--- src/rtl/fifo_rd_stream_pkg.sv ---
// rtl/fifo_rd_stream_pkg.sv - shared fifo constants and read-agent FSM state type
package fifo_rd_stream_pkg;

    localparam int FIFO_DATA_WIDTH = 8;
    localparam int FIFO_ADDR_WIDTH = 3;

    typedef enum logic [1:0] {
        IDLE = 2'd0,
        RUN  = 2'd1,
        STOP = 2'd2
    } rd_state_t;

endpackage

--- src/rtl/fifo_rd_stream_if.sv ---
// rtl/fifo_rd_stream_if.sv - FIFO read-side and output stream handshake bundle
interface fifo_rd_stream_if #(
    parameter int DATA_WIDTH = fifo_rd_stream_pkg::FIFO_DATA_WIDTH
);
    logic                  fifo_empty;
    logic                  fifo_push;
    logic [DATA_WIDTH-1:0] fifo_data;
    logic                  fifo_pop_err;
    logic                  fifo_pop;
    logic                  m_valid;
    logic [DATA_WIDTH-1:0] m_data;
    logic                  m_ready;

    // master: the read agent; slave: the FIFO plus stream consumer around it
    modport master (
        input  fifo_empty, fifo_push, fifo_data, fifo_pop_err, m_ready,
        output fifo_pop, m_valid, m_data
    );

    modport slave (
        output fifo_empty, fifo_push, fifo_data, fifo_pop_err, m_ready,
        input  fifo_pop, m_valid, m_data
    );

endinterface

--- src/rtl/fifo_rd_stream_skid_buf2.sv ---
// rtl/fifo_rd_stream_skid_buf2.sv - 2-entry in-order register buffer; head always in slot 0
module skid_buf2 #(
    parameter int DATA_WIDTH = 8
) (
    input  logic                  clk,
    input  logic                  rst_n,
    input  logic                  wr,
    input  logic [DATA_WIDTH-1:0] wr_data,
    input  logic                  rd,
    output logic                  rd_valid,
    output logic [DATA_WIDTH-1:0] rd_data,
    output logic [1:0]            occ
);

    logic [DATA_WIDTH-1:0] e0;
    logic [DATA_WIDTH-1:0] e1;

    assign rd_valid = (occ != 2'd0);
    assign rd_data  = e0;

    // Shifting layout keeps the head in e0 so rd_data needs no read mux.
    always_ff @(posedge clk or negedge rst_n) begin
        if (!rst_n) begin
            e0  <= '0;
            e1  <= '0;
            occ <= 2'd0;
        end else begin
            case ({wr, rd})
                2'b10: begin
                    if (occ == 2'd0) e0 <= wr_data;
                    else             e1 <= wr_data;
                    occ <= occ + 2'd1;
                end
                2'b01: begin
                    e0  <= e1;
                    occ <= occ - 2'd1;
                end
                2'b11: begin
                    if (occ == 2'd1) begin
                        e0 <= wr_data;
                    end else begin
                        e0 <= e1;
                        e1 <= wr_data;
                    end
                end
                default: ;
            endcase
        end
    end

endmodule

--- src/rtl/fifo_rd_stream.sv ---
// rtl/fifo_rd_stream.sv - FIFO read agent: pop issue, latency absorption, stream output
module fifo_rd_stream
    import fifo_rd_stream_pkg::*;
#(
    parameter int DATA_WIDTH = FIFO_DATA_WIDTH,
    parameter int CNT_WIDTH  = 16
) (
    input  logic                  clk,
    input  logic                  rst_n,
    input  logic                  en,
    fifo_rd_stream_if.master      rd,
    output logic                  busy,
    output logic [CNT_WIDTH-1:0]  words_read,
    output logic                  pop_err_sticky
);

    rd_state_t             state;
    rd_state_t             state_next;
    logic                  inflight;
    logic                  deq;
    logic                  pop;
    logic                  buf_valid;
    logic [DATA_WIDTH-1:0] buf_data;
    logic [1:0]            occ;
    logic [2:0]            occ_after;

    assign deq       = buf_valid && rd.m_ready;
    assign occ_after = {1'b0, occ} + {2'b0, inflight} - {2'b0, deq};

    // Pops are only issued when the FIFO is guaranteed to accept them and a slot
    // is guaranteed free when the data lands one cycle later.
    assign pop = (state == RUN) && en && !rd.fifo_empty && !rd.fifo_push
                 && (occ_after < 3'd2);

    assign rd.fifo_pop = pop;
    assign rd.m_valid  = buf_valid;
    assign rd.m_data   = buf_data;

    assign busy = (state != IDLE) || (occ != 2'd0) || inflight;

    skid_buf2 #(
        .DATA_WIDTH (DATA_WIDTH)
    ) u_skid_buf2 (
        .clk      (clk),
        .rst_n    (rst_n),
        .wr       (inflight),
        .wr_data  (rd.fifo_data),
        .rd       (deq),
        .rd_valid (buf_valid),
        .rd_data  (buf_data),
        .occ      (occ)
    );

    always_ff @(posedge clk or negedge rst_n) begin
        if (!rst_n) begin
            state <= IDLE;
        end else begin
            state <= state_next;
        end
    end

    always_comb begin
        state_next = state;
        case (state)
            IDLE: begin
                if (en) state_next = RUN;
            end
            RUN: begin
                if (!en) state_next = STOP;
            end
            STOP: begin
                if (en)                               state_next = RUN;
                else if (!inflight && occ == 2'd0)    state_next = IDLE;
            end
            default: state_next = IDLE;
        endcase
    end

    always_ff @(posedge clk or negedge rst_n) begin
        if (!rst_n) begin
            inflight       <= 1'b0;
            words_read     <= '0;
            pop_err_sticky <= 1'b0;
        end else begin
            inflight <= pop;
            if (deq) words_read <= words_read + CNT_WIDTH'(1);
            if (rd.fifo_pop_err) pop_err_sticky <= 1'b1;
        end
    end

endmodule

--- src/flat_wrapper.sv ---
// flat-port wrapper written by rule: the top's interface ports become plain ports
module fifo_rd_stream_flat import fifo_rd_stream_pkg::*;
#(
    parameter int DATA_WIDTH = FIFO_DATA_WIDTH,
    parameter int CNT_WIDTH  = 16
)
  (clk, rst_n, en, busy, words_read, pop_err_sticky, rd_fifo_empty, rd_fifo_push, rd_fifo_data, rd_fifo_pop_err, rd_m_ready, rd_fifo_pop, rd_m_valid, rd_m_data);
  fifo_rd_stream_if #(.DATA_WIDTH(DATA_WIDTH)) rd_i ();
  input  logic clk;
  input  logic rst_n;
  input  logic en;
  output logic busy;
  output logic [CNT_WIDTH-1:0] words_read;
  output logic pop_err_sticky;
  input wire logic [$bits(rd_i.fifo_empty)-1:0] rd_fifo_empty;
  input wire logic [$bits(rd_i.fifo_push)-1:0] rd_fifo_push;
  input wire logic [$bits(rd_i.fifo_data)-1:0] rd_fifo_data;
  input wire logic [$bits(rd_i.fifo_pop_err)-1:0] rd_fifo_pop_err;
  input wire logic [$bits(rd_i.m_ready)-1:0] rd_m_ready;
  output wire logic [$bits(rd_i.fifo_pop)-1:0] rd_fifo_pop;
  output wire logic [$bits(rd_i.m_valid)-1:0] rd_m_valid;
  output wire logic [$bits(rd_i.m_data)-1:0] rd_m_data;
  assign rd_i.fifo_empty = rd_fifo_empty;
  assign rd_i.fifo_push = rd_fifo_push;
  assign rd_i.fifo_data = rd_fifo_data;
  assign rd_i.fifo_pop_err = rd_fifo_pop_err;
  assign rd_i.m_ready = rd_m_ready;
  assign rd_fifo_pop = rd_i.fifo_pop;
  assign rd_m_valid = rd_i.m_valid;
  assign rd_m_data = rd_i.m_data;
  fifo_rd_stream #(.DATA_WIDTH(DATA_WIDTH), .CNT_WIDTH(CNT_WIDTH)) u_core (.clk(clk), .rst_n(rst_n), .en(en), .rd(rd_i), .busy(busy), .words_read(words_read), .pop_err_sticky(pop_err_sticky));
endmodule
--- config.mk ---
export PLATFORM = sky130hd
export DESIGN_NAME = fifo_rd_stream_flat
export DESIGN_NICKNAME = d
export VERILOG_FILES = /design/src/rtl/fifo_rd_stream_pkg.sv /design/src/rtl/fifo_rd_stream_if.sv /design/src/rtl/fifo_rd_stream_skid_buf2.sv /design/src/rtl/fifo_rd_stream.sv /design/src/flat_wrapper.sv
export SDC_FILE = /design/constraint.sdc
export NUM_CORES = 1
export LEC_CHECK = 0
export ABC_AREA = 1
export BUFFER_PORTS_ARGS = -buffer_cell sky130_fd_sc_hd__buf_2
export CORE_ASPECT_RATIO = 1.25
export CORE_UTILIZATION = 25
export CTS_BUF_LIST = sky130_fd_sc_hd__clkbuf_16
export DETAILED_ROUTE_END_ITERATION = 8
export SLEW_MARGIN = 20
export SYNTH_ARGS = -nofsm -noshare
export SYNTH_HDL_FRONTEND = slang
export SYNTH_HIERARCHICAL = 1
export SYNTH_SLANG_ARGS = --single-unit
--- constraint.sdc ---
create_clock -name clk -period 2.9 [get_ports clk]
set_input_delay 0.58 -clock clk [delete_from_list [all_inputs] [get_ports clk]]
set_output_delay 0.58 -clock clk [all_outputs]
set_load 0.05 [all_outputs]
Word level (Yosys, flattened, before mapping):

Cells that the tools add are included.

* flip-flop bits (word level): 38
* input bits: 15
* output and inout port bits: 28
* word-level logic and storage cells: 58

* add/sub/neg operators: 5
* magnitude comparators: 1
* eq/ne operators: 12
* muxes and demuxes: 12
* reduce and logical (&&, ||, !) cells: 21

Operators with widths (count)
* 8-bit two-way mux: 4
* 8-bit case mux with 3 select lines: 1
* 16-bit by 1-bit adder with 16-bit output (second input constant): 1
* 8-bit case mux with 2 select lines: 1
* 2-bit two-way mux: 4
* 2-bit != test (second input constant): 4
* 2-bit nonzero test: 4
* 2-bit by 1-bit == test with 1-bit output (second input constant): 3
* 2-bit == test (second input constant): 3
* 1-bit logical AND: 6
* 2-bit case mux with 3 select lines: 1
* 3-bit AND reduction: 2
* 2-bit logical NOT: 2
* 2-bit case mux with 2 select lines: 1
* 2-bit by 1-bit adder with 3-bit output: 1
* 1-bit logical NOT: 3
* 3-bit by 2-bit less-than comparator with 1-bit output (second input constant): 1
* 3-bit by 2-bit != test with 1-bit output (second input constant): 1
* 3-bit nonzero test: 1
* 3-bit by 1-bit subtractor with 3-bit output: 1
* 2-bit by 1-bit adder with 2-bit output (second input constant): 1
* 1-bit logical OR: 2
* 2-bit by 1-bit != test with 1-bit output (second input constant): 1
* 2-bit AND reduction: 1
* 2-bit by 1-bit subtractor with 2-bit output (second input constant): 1

Longest topological paths before layout:

* word-level depth: 5
* depth in mapped cells: 13
* mapped depth without buffers: 13

By module:

The synthesis kept the hierarchy.

By module, submodules not included
* fifo_rd_stream: instances 1, cells an instance 124, area an instance 1081.0 um^2, sequential area each 500.5 um^2
* skid_buf2: instances 1, cells an instance 120, area an instance 994.7 um^2, sequential area each 450.4 um^2

Least setup slack after synthesis:

No wires, ideal clock.

* path type: register to output
* from: reg u_core.u_skid_buf2.occ[1]
* to: out rd_fifo_pop
* arrival: 2.676 ns
* required time: 2.320 ns
* slack: -0.356 ns
* cell stages (with the launch flop): 12
* buffers on the path: 0
* cells stage by stage: dfrtp_1 > inv_1 > ha_1 > inv_1 > nand2_2 > clkinv_2 > ha_1 > inv_1 > nand2_1 > fa_1 > xnor2_1 > and3_1

* cells in the longest elaborated chain, start to end: 5
* elaborated cells on any way between the ends: 6
* those cells by class: 2 x add/sub; 1 x order compare; 3 x reduce/logical

RTL lines
* from (decl): line fifo_rd_stream_skid_buf2.sv:12 `output logic [1:0] occ`
* from (signal assigned): line fifo_rd_stream_skid_buf2.sv:32 `occ <= occ + 2'd1;`
* from (signal assigned): line fifo_rd_stream_skid_buf2.sv:36 `occ <= occ - 2'd1;`
* 2-bit nonzero test: line fifo_rd_stream_skid_buf2.sv:18 `assign rd_valid = (occ != 2'd0);`
* named net rd_m_valid: line flat_wrapper.sv:21 `output wire logic [$bits(rd_i.m_valid)-1:0] rd_m_valid;`
* 1-bit logical AND: line fifo_rd_stream.sv:27 `assign deq = buf_valid && rd.m_ready;`
* named net u_core.deq: line fifo_rd_stream.sv:20 `logic deq;`
* 3-bit by 1-bit subtractor with 3-bit output: line fifo_rd_stream.sv:28 `assign occ_after = {1'b0, occ} + {2'b0, inflight} - {2'b0, deq};`
* 3-bit by 2-bit less-than comparator with 1-bit output: line fifo_rd_stream.sv:33 `&& (occ_after < 3'd2);`
* 1-bit logical AND: line fifo_rd_stream.sv:33
* to (decl): line flat_wrapper.sv:20 `output wire logic [$bits(rd_i.fifo_pop)-1:0] rd_fifo_pop;`

The timed path passes the listed nets, and every way through them passes these cells.

Worst setup path in the final report:

* from: reg u_core.u_skid_buf2.occ[1]
* to: out rd_fifo_pop

* cells in the longest elaborated chain, start to end: 5
* elaborated cells on any way between the ends: 6
* those cells by class: 2 x add/sub; 1 x order compare; 3 x reduce/logical

RTL lines (line)
* 2-bit nonzero test: fifo_rd_stream_skid_buf2.sv:18
* 1-bit logical AND: fifo_rd_stream.sv:27
* named net u_core.deq: fifo_rd_stream.sv:20
* 3-bit by 1-bit subtractor with 3-bit output: fifo_rd_stream.sv:28
* 3-bit by 2-bit less-than comparator with 1-bit output: fifo_rd_stream.sv:33
* 1-bit logical AND: fifo_rd_stream.sv:33

The timed path passes the listed nets, and every way through them passes these cells.

==> results.cfg <==
[route]
drc = 0
drt_iter0_drc = 50
routed_wl_um = 4470
avgViaCountPerCell = 4.20
drtPass1Iterations = 4
detail-route-antenna-nets = 0
wl_per_cell_um = 11.3
vias = 1669

[global_routing]
grtUsageTotal_pct = 11.4
grt_pass1_vias = 1684
grt_pass1_wl_um = 7960
grt_antenna_before_repair = 0
gr-total-overflow = 0
grt_max_degree = 39

[power_and_ir_drop]
pwr_density_cell_mw_per_mm2 = 981
comb_power_share_pct = 45.6
clockPowerShare_pct = 23.5
switching_share_pct = 43.2
sequentialPowerShare_pct = 30.8
p_sw_uw = 1140
p_leak_uw = 0.00146
ir_drop_mv = 0.713
power.internal_uw = 1500

[clock_network]
clockRootBuffer = clkbuf_16
cts_buffer_depth = 2
clock_latency_ps = 280
postCtsHoldBufs = 0
cts_num_sinks = 38
clkTransAtPathRegs_ps = 60
htreeDepth = 2
cts_tree = done
numCtsBuffers = 5

[cells_and_area]
diodes = 0
finalNetCount = 324
n_fill_cell = 857
drive_gt1_share_pct = 34.4
area_growth_syn_to_layout_pct = 29.8
final_util_pct = 34.0

[placement]
io_buffers = 42
gp_congestion = 0.735
dp_hpwl_um = 3210

[sta]
final_max_slew_viol_count = 0
finalCritPeriodShare_pct = 99.2
finalClockSkew_ps = 2.79
setup_viol = 0
fmax_ghz = 0.348
rsz0062_at_grt = true
min_period_ps = 2880
worst_slew_pin_slew_ps = 882
hold_slack_ps = 418
slew_headroom_pct = 41.2
hold_viol_final = 0

[floorplan]
die_y_um = 104
dieArea_mm2 = 0.00867
initial_core_util_pct = 26.2
io_pins = 43
die_x_um = 83.5
rows = 36
core_area_mm2 = 0.00793

[worst_hold_path]
min_path_type = in2async

[yosys]
yosys-top-cells-area = dfrtp_1, nand2_1, inv_1, ha_1, nand3_1
yosysWarnings = 6
synth_cell_type_count = 30
yosysTopAreaCell = dfrtp_1
ys_seq_area_share_pct = 45.8
synth-seq-cells = 38
synth_top_area_share_pct = 45.8
synthCells = 244
syn_area_mm2 = 0.00208
syn_avg_cell_area_um2 = 8.51
synth_fp_nets = 267

[setup_path]
end_kind = output pin
critical_path_class = reg2out
cp.required_ps = 2320
path_max_fanout = 2
cp.arrival_ps = 2300
setup.worst_path.start_class = flop

[flow_run]
drv_cap = 0

[outcome]
status = finished, final reports clean
logic make-up after synthesis:
group / count (synthesis) / synth area share (%)
adders and majority gates: 8 / 5.18
buffers and inverters: 40 / 7.78
AOI/OAI and AO/OA: 13 / 4.76
xor gates and xnor gates: 14 / 5.91
DFF: 38 / 45.8
and+or+nand+nor: 131 / 30.6
path summary, 6_finish.rpt:
kind,startpoint,end,slack (ps),cells past startpoint
worst max-delay path,u_core/u_skid_buf2/occ[1],rd_fifo_pop,20,11
worst min-delay path,rst_n,u_core/words_read[14],420,1
worst max register to register,u_core/u_skid_buf2/occ[1],u_core/u_skid_buf2/e1[0],960,13
worst min register to register,u_core/pop_err_sticky,u_core/pop_err_sticky,460,1
max in group asynchronous,rst_n,u_core/u_skid_buf2/occ[0],1870,1
min in group clk,u_core/pop_err_sticky,u_core/pop_err_sticky,460,1
power by group through the flow:
stage          combinational (µW)  clock [µW]  sequential (µW)
6_report                     1210         621              815
5_1_grt                      1330         660              839
4_1_cts                      1210         643              816
3_5_place_dp                 1130           0              831
3_3_place_gp                 1110           0              823
2_1_floorplan                 574           0             1120
worst max-delay path, cell delays in order, from the launching register on:
cell and delay, ps:
dfrtp_2 400, inv_2 80, ha_4 140, clkinvlp_4 100, nand2_4 100, clkinv_8 50, ha_4 200, inv_2 40
nand2_2 40, fa_2 520, and3_4 190, buf_8 140
per-layer routing:
layer  global-route usage [%]  vias to the layer above  share of wire, %
li1                         -                      862                 -
met5                        0                        -                 0
met2                     19.3                       25                50
met3                     1.90                        6               3.3
met4                     5.08                        0               2.1
met1                     14.1                      776                45
area by class of cell:
| type | instances | area [µm²] | area share [%] |
|---|---|---|---|
| tap | 95 | 119 | 4.41 |
| inverter | 39 | 165 | 6.13 |
| clock inverter | 3 | 40.0 | 1.49 |
| multi-input combinational | 166 | 1000 | 37.3 |
| sequential | 38 | 953 | 35.4 |
| timing repair buffer | 51 | 288 | 10.7 |
| clock buffer | 5 | 125 | 4.64 |
metrics by stage:
step                      area (µm²)  cells  TNS (ps)  setup WS, ps  power (µW)
after floorplan                 2120    244     -8.83         -8.83        1690
after global placement          2450    382         0           159        1940
after detailed placement        2450    382         0           111        1960
after CTS                       2690    396         0          1.44        2670
after global routing            2690    397     -63.9         -63.9        2830
final                           2690    397         0          24.1        2640
repair_timing:
item | in CTS | in global routing
endpoints found under the hold margin | 0 | 0
setup buffers | 6 | 1
resized for setup | 7 | 0
pin swaps | 2 | 2
setup endpoints to repair | 1 | 1
state kept, by name, indices dropped and copies added, names as in the netlist:
| name | flops |
|---|---|
| u_core/inflight | 1 |
| u_core/pop_err_sticky | 1 |
| u_core/state | 2 |
| u_core/u_skid_buf2/e1 | 8 |
| u_core/u_skid_buf2/occ | 2 |
| u_core/u_skid_buf2/rd_data | 8 |
| u_core/words_read | 16 |
Yosys cell counts:
cell,instances
nand2_4,3
xnor2_1,7
xor2_1,7
inv_2,4
inv_4,1
o21ai_0,2
nor3_1,2
buf_6,1
a21boi_0,1
a31oi_1,1
nor3_2,1
inv_1,33
nor2_2,4
nand3_1,17
nor3_4,1
nand2_1,81
a21oi_1,1
or2_2,1
and3_1,1
nand4_1,3
nand2_2,7
dfrtp_1,38
o21ai_2,8
clkinv_2,1
nor2_1,7
nand3b_4,1
ha_1,7
nand3_4,1
nor2_4,1
fa_1,1
placed cells by master, fill, tap and decap left out, drive strengths merged:
cell       n
inv       37
a31oi      1
nand4      3
dfrtp     38
nand3b     1
clkbuf     5
a21boi     1
a21oi      1
clkinvlp   1
xor2       7
o21ai     10
and3       1
nand3     18
nor2      12
clkinv     3
bufinv     1
ha         7
or2        1
nand2     91
buf       51
fa         1
xnor2      7
nor3       4
Power figures use the tool's default switching activity.
